## config.mk

```make
export PLATFORM = sky130hd
export DESIGN_NAME = regfile_wb_arbiter
export DESIGN_NICKNAME = d
export VERILOG_FILES = /design/src/rtl/regfile_wb_arbiter.sv
export SDC_FILE = /design/constraint.sdc
export NUM_CORES = 1
export LEC_CHECK = 0
export CAP_MARGIN = 15
export CELL_PAD_IN_SITES_DETAIL_PLACEMENT = 1
export CELL_PAD_IN_SITES_GLOBAL_PLACEMENT = 2
export CORE_MARGIN = 4
export CORE_UTILIZATION = 20
export CTS_CLUSTER_SIZE = 10
export DETAILED_ROUTE_END_ITERATION = 10
export PLACE_DENSITY_LB_ADDON = 0.15
export SYNTH_ARGS = -nofsm -noshare
export SYNTH_HDL_FRONTEND = slang
export SYNTH_SLANG_ARGS = --single-unit
```

## constraint.sdc

```tcl
create_clock -name clk -period 6.38 [get_ports clk]
set_input_delay 1.276 -clock clk [delete_from_list [all_inputs] [get_ports clk]]
set_output_delay 1.276 -clock clk [all_outputs]
set_load 0.05 [all_outputs]
```

## src/rtl/regfile_wb_arbiter.sv

```systemverilog
// regfile_wb_arbiter
// Shares the register file's single write port between two requesters:
// port 0 (ALU result) and port 1 (memory load data). Ties are broken
// round-robin. The winning write is registered onto the register file's
// WriteEnable/WriteSelect/WriteData inputs. Read-after-write hazards on the
// two read selects are flagged so the datapath can forward the pending data.
//
// Ports:
//   clk, rst                   clock, asynchronous active-high reset
//   hold                       stall; no request is accepted while high
//   reqN_valid/sel/data        write request from port N (N = 0, 1)
//   reqN_ready                 combinational grant to port N
//   WriteEnable/Select/Data    registered write to the register file
//   ReadSelect1/2              register file read selects (hazard check)
//   fwd_hit1/2                 pending write targets ReadSelect1/2
//   fwd_data                   forwarding source (equals WriteData)
//
// Handshake: a transfer on port N happens at a rising clock edge where
// reqN_valid and reqN_ready are both high. reqN_ready never depends on
// anything other than hold, both valids and the round-robin pointer, and
// at most one ready is high in any cycle. A requester holds valid, sel and
// data stable until its transfer.
module regfile_wb_arbiter #(
   parameter int BITSIZE = 64,
   parameter int REGSIZE = 32,
   parameter int ZEROREG = 31,
   localparam int SW = $clog2(REGSIZE)
) (
   input  logic               clk,
   input  logic               rst,
   input  logic               hold,
   input  logic               req0_valid,
   input  logic [SW-1:0]      req0_sel,
   input  logic [BITSIZE-1:0] req0_data,
   input  logic               req1_valid,
   input  logic [SW-1:0]      req1_sel,
   input  logic [BITSIZE-1:0] req1_data,
   output logic               req0_ready,
   output logic               req1_ready,
   output logic               WriteEnable,
   output logic [SW-1:0]      WriteSelect,
   output logic [BITSIZE-1:0] WriteData,
   input  logic [SW-1:0]      ReadSelect1,
   input  logic [SW-1:0]      ReadSelect2,
   output logic               fwd_hit1,
   output logic               fwd_hit2,
   output logic [BITSIZE-1:0] fwd_data
);

   localparam logic [SW-1:0] ZERO_SEL = SW'(ZEROREG);

   // last_q: index of the most recently granted port.
   logic               last_q, last_d;
   logic               we_q, we_d;
   logic [SW-1:0]      ws_q, ws_d;
   logic [BITSIZE-1:0] wd_q, wd_d;
   logic               gnt0, gnt1;

   // On a tie the port that did not win last time is granted.
   always_comb begin
      gnt0 = 1'b0;
      gnt1 = 1'b0;
      if (!hold) begin
         if (req0_valid && req1_valid) begin
            if (last_q) gnt0 = 1'b1;
            else        gnt1 = 1'b1;
         end else if (req0_valid) begin
            gnt0 = 1'b1;
         end else if (req1_valid) begin
            gnt1 = 1'b1;
         end
      end
   end

   // A transfer to the zero register still consumes the slot and moves the
   // pointer, but never raises the write strobe.
   always_comb begin
      last_d = last_q;
      we_d   = 1'b0;
      ws_d   = ws_q;
      wd_d   = wd_q;
      if (gnt0 && req0_valid) begin
         last_d = 1'b0;
         ws_d   = req0_sel;
         wd_d   = req0_data;
         we_d   = (req0_sel != ZERO_SEL);
      end else if (gnt1 && req1_valid) begin
         last_d = 1'b1;
         ws_d   = req1_sel;
         wd_d   = req1_data;
         we_d   = (req1_sel != ZERO_SEL);
      end
   end

   // Reset leaves last_q=1 so port 0 wins the first tie.
   always_ff @(posedge clk or posedge rst) begin
      if (rst) begin
         last_q <= 1'b1;
         we_q   <= 1'b0;
         ws_q   <= '0;
         wd_q   <= '0;
      end else begin
         last_q <= last_d;
         we_q   <= we_d;
         ws_q   <= ws_d;
         wd_q   <= wd_d;
      end
   end

   assign req0_ready  = gnt0;
   assign req1_ready  = gnt1;
   assign WriteEnable = we_q;
   assign WriteSelect = ws_q;
   assign WriteData   = wd_q;

   // The register file returns the old value during the cycle the write is
   // pending, so a matching read select must take fwd_data instead.
   assign fwd_hit1 = we_q && (ws_q == ReadSelect1);
   assign fwd_hit2 = we_q && (ws_q == ReadSelect2);
   assign fwd_data = wd_q;

endmodule

```

; ---- Yosys cells after proc, flatten, opt, wreduce, memory -nomap -nowiden
; Index checks and enable logic that the tools add are counted.
[classes]
n_eq_ne = 4
n_mux = 17
n_reduce_logical = 6
[ops]
columns = op, count
row1 = 2-to-1 mux 64 bit, 2
row2 = 2-to-1 mux 1 bit, 13
row3 = equality test 5 bit, 2
row4 = 2-to-1 mux 5 bit, 2
row5 = inequality test 5 bit (second input constant), 2
row6 = logical AND 1 bit, 5
row7 = nonzero test 2 bit, 1
[totals]
regBits = 71
output_inout_bits = 138
wordCells = 31

; ---- Logic depth before layout (Yosys ltp)
; Gate-level depths: netlist of run 1.
[logic_depth]
depth_word = 7
depth_mapped = 6

; ---- Least setup slack after synthesis of run 1
; No wires, ideal clock.
[synth_timing]
kind = input to output
from = in ReadSelect1[2]
to = out fwd_hit1
t_arrival_ns = 2.153
required_ns = 5.104
setup_slack_ns = 2.951
path_stages = 3
n_path_buf = 0
path_cell_list = xor2_1 nor4_1 and3_1
[synth_between]
elab_chain_len = 2
[synth_rtl]
columns = element, line
row1 = "start, declared", 43  ; input logic [SW-1:0] ReadSelect1,
row2 = equality test 5 bit, 118  ; assign fwd_hit1 = we_q && (ws_q == ReadSelect1);
row3 = logical AND 1 bit, 118
row4 = "end, declared", 45  ; output logic fwd_hit1,
; No other way between the ends.

; ---- Final worst setup path of run 1
; Same ends and word-level chain as after synthesis.

==> impl_metrics.toml, run 1 <==
[synth]
synth-seq-cells = 71
synth_flop_cell = "dfrtp_1"
seq_area_frac_synth_pct = 47.3
synth_area_leaders = "dfrtp_1 (47%), a221o_1 (18%), buf_4 (13%)"
synth_edf_count = 0
synth_commonest_cells = "and3_1 (71), dfrtp_1 (70), a221o_1 (67)"
synth_area_leader_cell = "dfrtp_1"
synth.distinct_cells = 24
synth_fp_nets = 491
syn_area_mm2 = 0.00376
async_flop_share_pct = 100
syn_inst = 338
avgSynthCellArea_um2 = 11.1
yosysMostFrequentCell = "and3_1"
yosysWarnings = 0
synth_top_area_share_pct = 46.6

[timing]
finalSetupViolCount = 0
maxSlewViolCount = 0
slew_headroom_pct = 34.9
worst_slew_pin_slew_ps = 976
period_minus_slack_ps = 4470
setup_tns_ps = 0
rsz0062_at_grt = "false"
worst_clock_skew_ps = 7.87
max_freq_mhz = 224
hold_viol = 0
period_share_pct = 70.0

[drt]
wire_per_inst_um = 20.3
num_vias = 3586
firstDrtPassIters = 4
post-route-drc-count = 0
wl_mm = 15.9
vias_per_cell = 4.57
antenna_left = 0
first_iter_violations = 119

[layout]
drive_gt1_share_pct = 4.68
n_fill_cell = 1982
multi_input_area_mm2 = 0.00137
syn2layout_area_growth_pct = 78.2
antenna_cells = 0
seq_area_mm2 = 0.00178
finalCoreUtilization_pct = 36.8
nets = 703

[place]
port_buffers = 290
gp_congestion = 0.717
dp_hpwl_mm = 11.4

[hold_path]
min-delay-start = "WriteData[3]"
holdPathEnd = "WriteData[3]"
hold_depth = 1
hold_class = "reg -> reg"

[global_route]
grt_pass1_vias = 4031
grt_pass1_wl_mm = 24.7
gr-total-overflow = 0
grt_max_degree = 72
antenna_found_initial = 0
grt_util_all_layers_pct = 14.8

[worst_setup_path]
path_max_fanout = 1
critPathRequiredTime_ps = 5100
start_kind = "input port"
reg2regPathDepth = 4
critical_path_class = "in -> out"
reg2reg_slack_ps = 4620
reg2reg_to = "WriteData[36]"
r2r_start = "last_q"
worstPathArrival_ps = 3190
setup.worst_path.end_class = "output port"

[cts]
cts.repair.resized = 0
cts.clk_slew.worst_paths_ps = 50
cts_setup_buffers = 0
hold_buffers = 0
cts_tree = "built"
htreeDepth = 3
cts_buffers = 9
cts_root_buf = "clkbuf_16"
cts_sinks = 71
worstSkewPairLatency_ps = 330
clock_path_buffers = 2

[power_and_ir_drop]
switching_share_pct = 41.8
power.density_mw_per_mm2 = 319
p_clk_share_pct = 25.3
pwr-share-comb_pct = 47.1
leakagePower_nw = 2.86
pwr-share-seq_pct = 27.6
ir_drop_v = 0.000123
p_sw_mw = 0.893
intPower_mw = 1.25

[floorplan]
fp-row-count = 49
die-area_mm2 = 0.0210
fp.dieH_um = 145
ios = 291
core_mm2 = 0.0182
initial_core_util_pct = 20.6
die_w_um = 145

[run_status]
outcome = "finished clean"

[flow_run]
maxCapViolCount = 0
[per-layer routing]
metal / vias to the layer above / routed length [um] / track usage (%)
li1: 1646 / - / -
met3: 19 / 1170 / 4.77
met5: - / 0 / 0
met4: 0 / 345 / 5.37
met2: 187 / 7580 / 24.3
met1: 1734 / 6810 / 18.2
[cell usage in the layout, fill, tap and decap left out, types with 2 or more instances in the layout]
| master | Yosys | routed |
|---|---|---|
| nor4_1 | 2 | 2 |
| a21oi_1 | 2 | 2 |
| a221o_1 | 67 | 67 |
| clkdlybuf4s50_1 | 0 | 290 |
| o21ai_0 | 2 | 2 |
| xor2_1 | 8 | 8 |
| clkinv_2 | 0 | 3 |
| nor2_1 | 3 | 3 |
| a31oi_1 | 2 | 2 |
| buf_4 | 65 | 5 |
| xnor2_1 | 2 | 2 |
| dfrtp_1 | 70 | 70 |
| clkbuf_1 | 15 | 2 |
| clkbuf_16 | 0 | 9 |
| nand3_1 | 4 | 4 |
| and3_1 | 71 | 71 |
| bufinv_16 | 0 | 2 |
[worst max path at each step]
stage | from | endpoint | slack (ps) | depth (start not counted)
finish | ReadSelect1[2] | fwd_hit1 | 1910 | 5
global route | ReadSelect1[2] | fwd_hit1 | 1810 | 5
CTS | ReadSelect1[3] | fwd_hit1 | 1860 | 5
detailed placement | ReadSelect1[2] | fwd_hit1 | 1860 | 5
global placement | ReadSelect1[2] | fwd_hit1 | 1970 | 5
floorplan | ReadSelect1[2] | fwd_hit1 | 2950 | 3
[state kept, by name (all words and copies together) (netlist names)]
| register | count |
|---|---|
| WriteEnable | 1 |
| last_q | 1 |
| WriteData | 64 |
| WriteSelect | 5 |
[power groups by stage]
stage               logic, mW  clock network (mW)  registers [mW]
floorplan               0.460                   0           0.822
global placement         1.01                   0           0.598
detailed placement       1.02                   0           0.599
CTS                      1.02               0.564           0.594
global route             1.05               0.588           0.603
finish                   1.01               0.542           0.591
[kinds of logic (layout without fill, tap and decap cells)]
logic type             count (synthesis)  after routing  synth area share, %
XOR/XNOR                              10             10                 2.33
AND/OR/NAND/NOR                       84             84                 13.6
buffers and inverters                 96            313                 17.0
flip-flops                            71             71                 47.3
AO/OA/AOI/OAI                         77             77                 19.7
[worst max-delay path: stages]
cell and delay [ps]:
clkdlybuf4s50_1 410, xor2_1 170, nor4_1 340, and3_1 200
clkdlybuf4s50_1 800
[cell type report]
cell class / instances / area share (%)
Clock buffer: 12 / 3.68
Clock inverter: 4 / 1.05
Inverter: 2 / 0.131
Multi-Input combinational cell: 171 / 20.4
Sequential cell: 71 / 26.5
Tap cell: 229 / 4.28
Timing Repair Buffer: 295 / 43.9
[metrics by stage]
stage	worst slack (ps)	area [um^2]	power (mW)	instances	hold slack [ps]
after floorplan	2950	3760	1.28	338	503
after global placement	1970	6380	1.61	768	518
after detailed placement	1860	6380	1.61	768	529
after CTS	1860	6700	2.18	784	549
after global routing	1810	6700	2.24	784	563
final	1910	6700	2.14	784	544
Power figures use the tool's default switching activity.
==> run 2: changes to the inputs <==
- CORE_UTILIZATION: 20 -> 16
- clock period: 6.38 -> 4 ns (I/O delays scaled with it)
==> impl_metrics.toml, run 2 (synthesis results as in run 1) <==
[drt]
num_vias = 3640
wire_per_inst_um = 19.1
first_iter_violations = 125
antenna_left = 0
wl_mm = 16.6
post-route-drc-count = 0
vias_per_cell = 4.19
firstDrtPassIters = 6

[layout]
finalCoreUtilization_pct = 30.0
antenna_cells = 0
final_cell_mix = "clkdlybuf4s50_1 (289), and3_1 (71), dfrtp_1 (70)"
mostFrequentLayoutCell = "clkdlybuf4s50_1"
largest_reg_flops = 64
nets = 704
drive_gt1_share_pct = 5.22
postLayoutCellArea_mm2 = 0.00685
syn2layout_area_growth_pct = 82.3

[floorplan]
fp.dieH_um = 161
initial_core_util_pct = 16.5
die-area_mm2 = 0.0260
core_mm2 = 0.0228
fp-row-count = 55
ios = 291
die_w_um = 161

[timing]
setup_tns_ps = 0
finalSetupViolCount = 0
worst_slew_pin_slew_ps = 861
maxSlewViolCount = 0
rsz0062_at_grt = "false"
hold_viol = 0
period_share_pct = 87.7
holdWs_ps = 542
period_minus_slack_ps = 3510
worst_clock_skew_ps = 10.1
max_freq_mhz = 285
slew_headroom_pct = 42.6

[cts]
cts.repair.resized = 0
htreeDepth = 3
worstSkewPairLatency_ps = 340
cts_tree = "built"
hold_buffers = 0
cts_setup_buffers = 0
cts_root_buf = "clkbuf_16"
cts.clk_slew.worst_paths_ps = 70
cts_buffers = 9
cts_sinks = 71
clock_path_buffers = 2

[worst_setup_path]
critPathRequiredTime_ps = 3200
path_cells = "clkdlybuf4s50_1, xor2_1, nor4_1, and3_1, clkdlybuf4s50_1"
critical_path_class = "in -> out"
start_kind = "input port"
timing.critical_path.to = "fwd_hit2"
slowest_stage = "clkdlybuf4s50_1"
setup.worst_path.end_class = "output port"
reg2reg_to = "WriteData[39]"
reg2regPathDepth = 4
reg2reg_slack_ps = 2160
crit_buf_inv = 2
critical_path.top_delay_family = "buffers and inverters"
r2r_start = "last_q"
path_max_fanout = 1
worstSetupStartpoint = "ReadSelect2[2]"
path_common_cell = "clkdlybuf4s50_1"
critPathMaxStageDelay_ps = 800
cp.depth = 5
worstPathArrival_ps = 2710

[global_route]
antenna_found_initial = 0
gr-total-overflow = 0
grt_max_degree = 71
grt_pass1_wl_mm = 25.4
grt_pass1_vias = 4088
grt_util_all_layers_pct = 12.4

[power_and_ir_drop]
leakagePower_nw = 2.88
p_total_mw = 3.51
ir_drop_v = 0.000148
power.density_mw_per_mm2 = 512

[place]
port_buffers = 290
placed_area_mm2 = 0.00650
dp_hpwl_mm = 11.7
gp_congestion = 0.719

[hold_path]
hold_class = "reg -> reg"

[run_status]
outcome = "finished clean"

[flow_run]
maxCapViolCount = 0
-- run 2: cell types whose count changed in the layout (fill, tap and decap cells not counted), sizes merged --
cell	before	now
bufinv	2	3
clkdlybuf4s50	290	289
clkinv	3	1
clkinvlp	0	2
buf	5	7
clkbuf	12	11
-- run 2: power by group --
part           switching (mW)  internal [mW]
sequential              0.111          0.831
clock                   0.328          0.627
combinational            1.01          0.597
total                    1.45           2.05
-- run 2: routing by layer --
layer / GRT usage, % / wire length [um] / up-vias
met5: 0 / 0 / -
met4: 2.48 / 141 / 0
met3: 4.16 / 1180 / 11
met2: 20.9 / 8000 / 181
met1: 15.7 / 7280 / 1796
li1: - / - / 1652
-- run 2: per-stage QoR --
step / setup slack, ps / cells
5_1_grt: 435 / 869
4_1_cts: 492 / 869
2_1_floorplan: 1410 / 338
3_5_place_dp: 492 / 853
6_report: 492 / 869
3_3_place_gp: 551 / 853
-- run 2: cell type report --
cell class | instances | area [um^2]
clock buffer | 11 | 243
timing repair buffer | 296 | 2960
inverter | 2 | 8.76
multi-input combinational | 171 | 1370
fill | 2536 | 16000
tap | 313 | 392
clock inverter | 5 | 105
sequential | 71 | 1780
-- run 2: worst min-delay path by stage --
stage | slack (ps) | startpoint | cells past startpoint | to
after floorplan | 500 | last_q | 1 | last_q
after global placement | 520 | WriteData[11] | 1 | WriteData[11]
after detailed placement | 530 | last_q | 1 | last_q
after CTS | 540 | WriteData[63] | 1 | WriteData[63]
after global routing | 560 | WriteData[63] | 1 | WriteData[63]
final | 540 | WriteData[63] | 1 | WriteData[63]
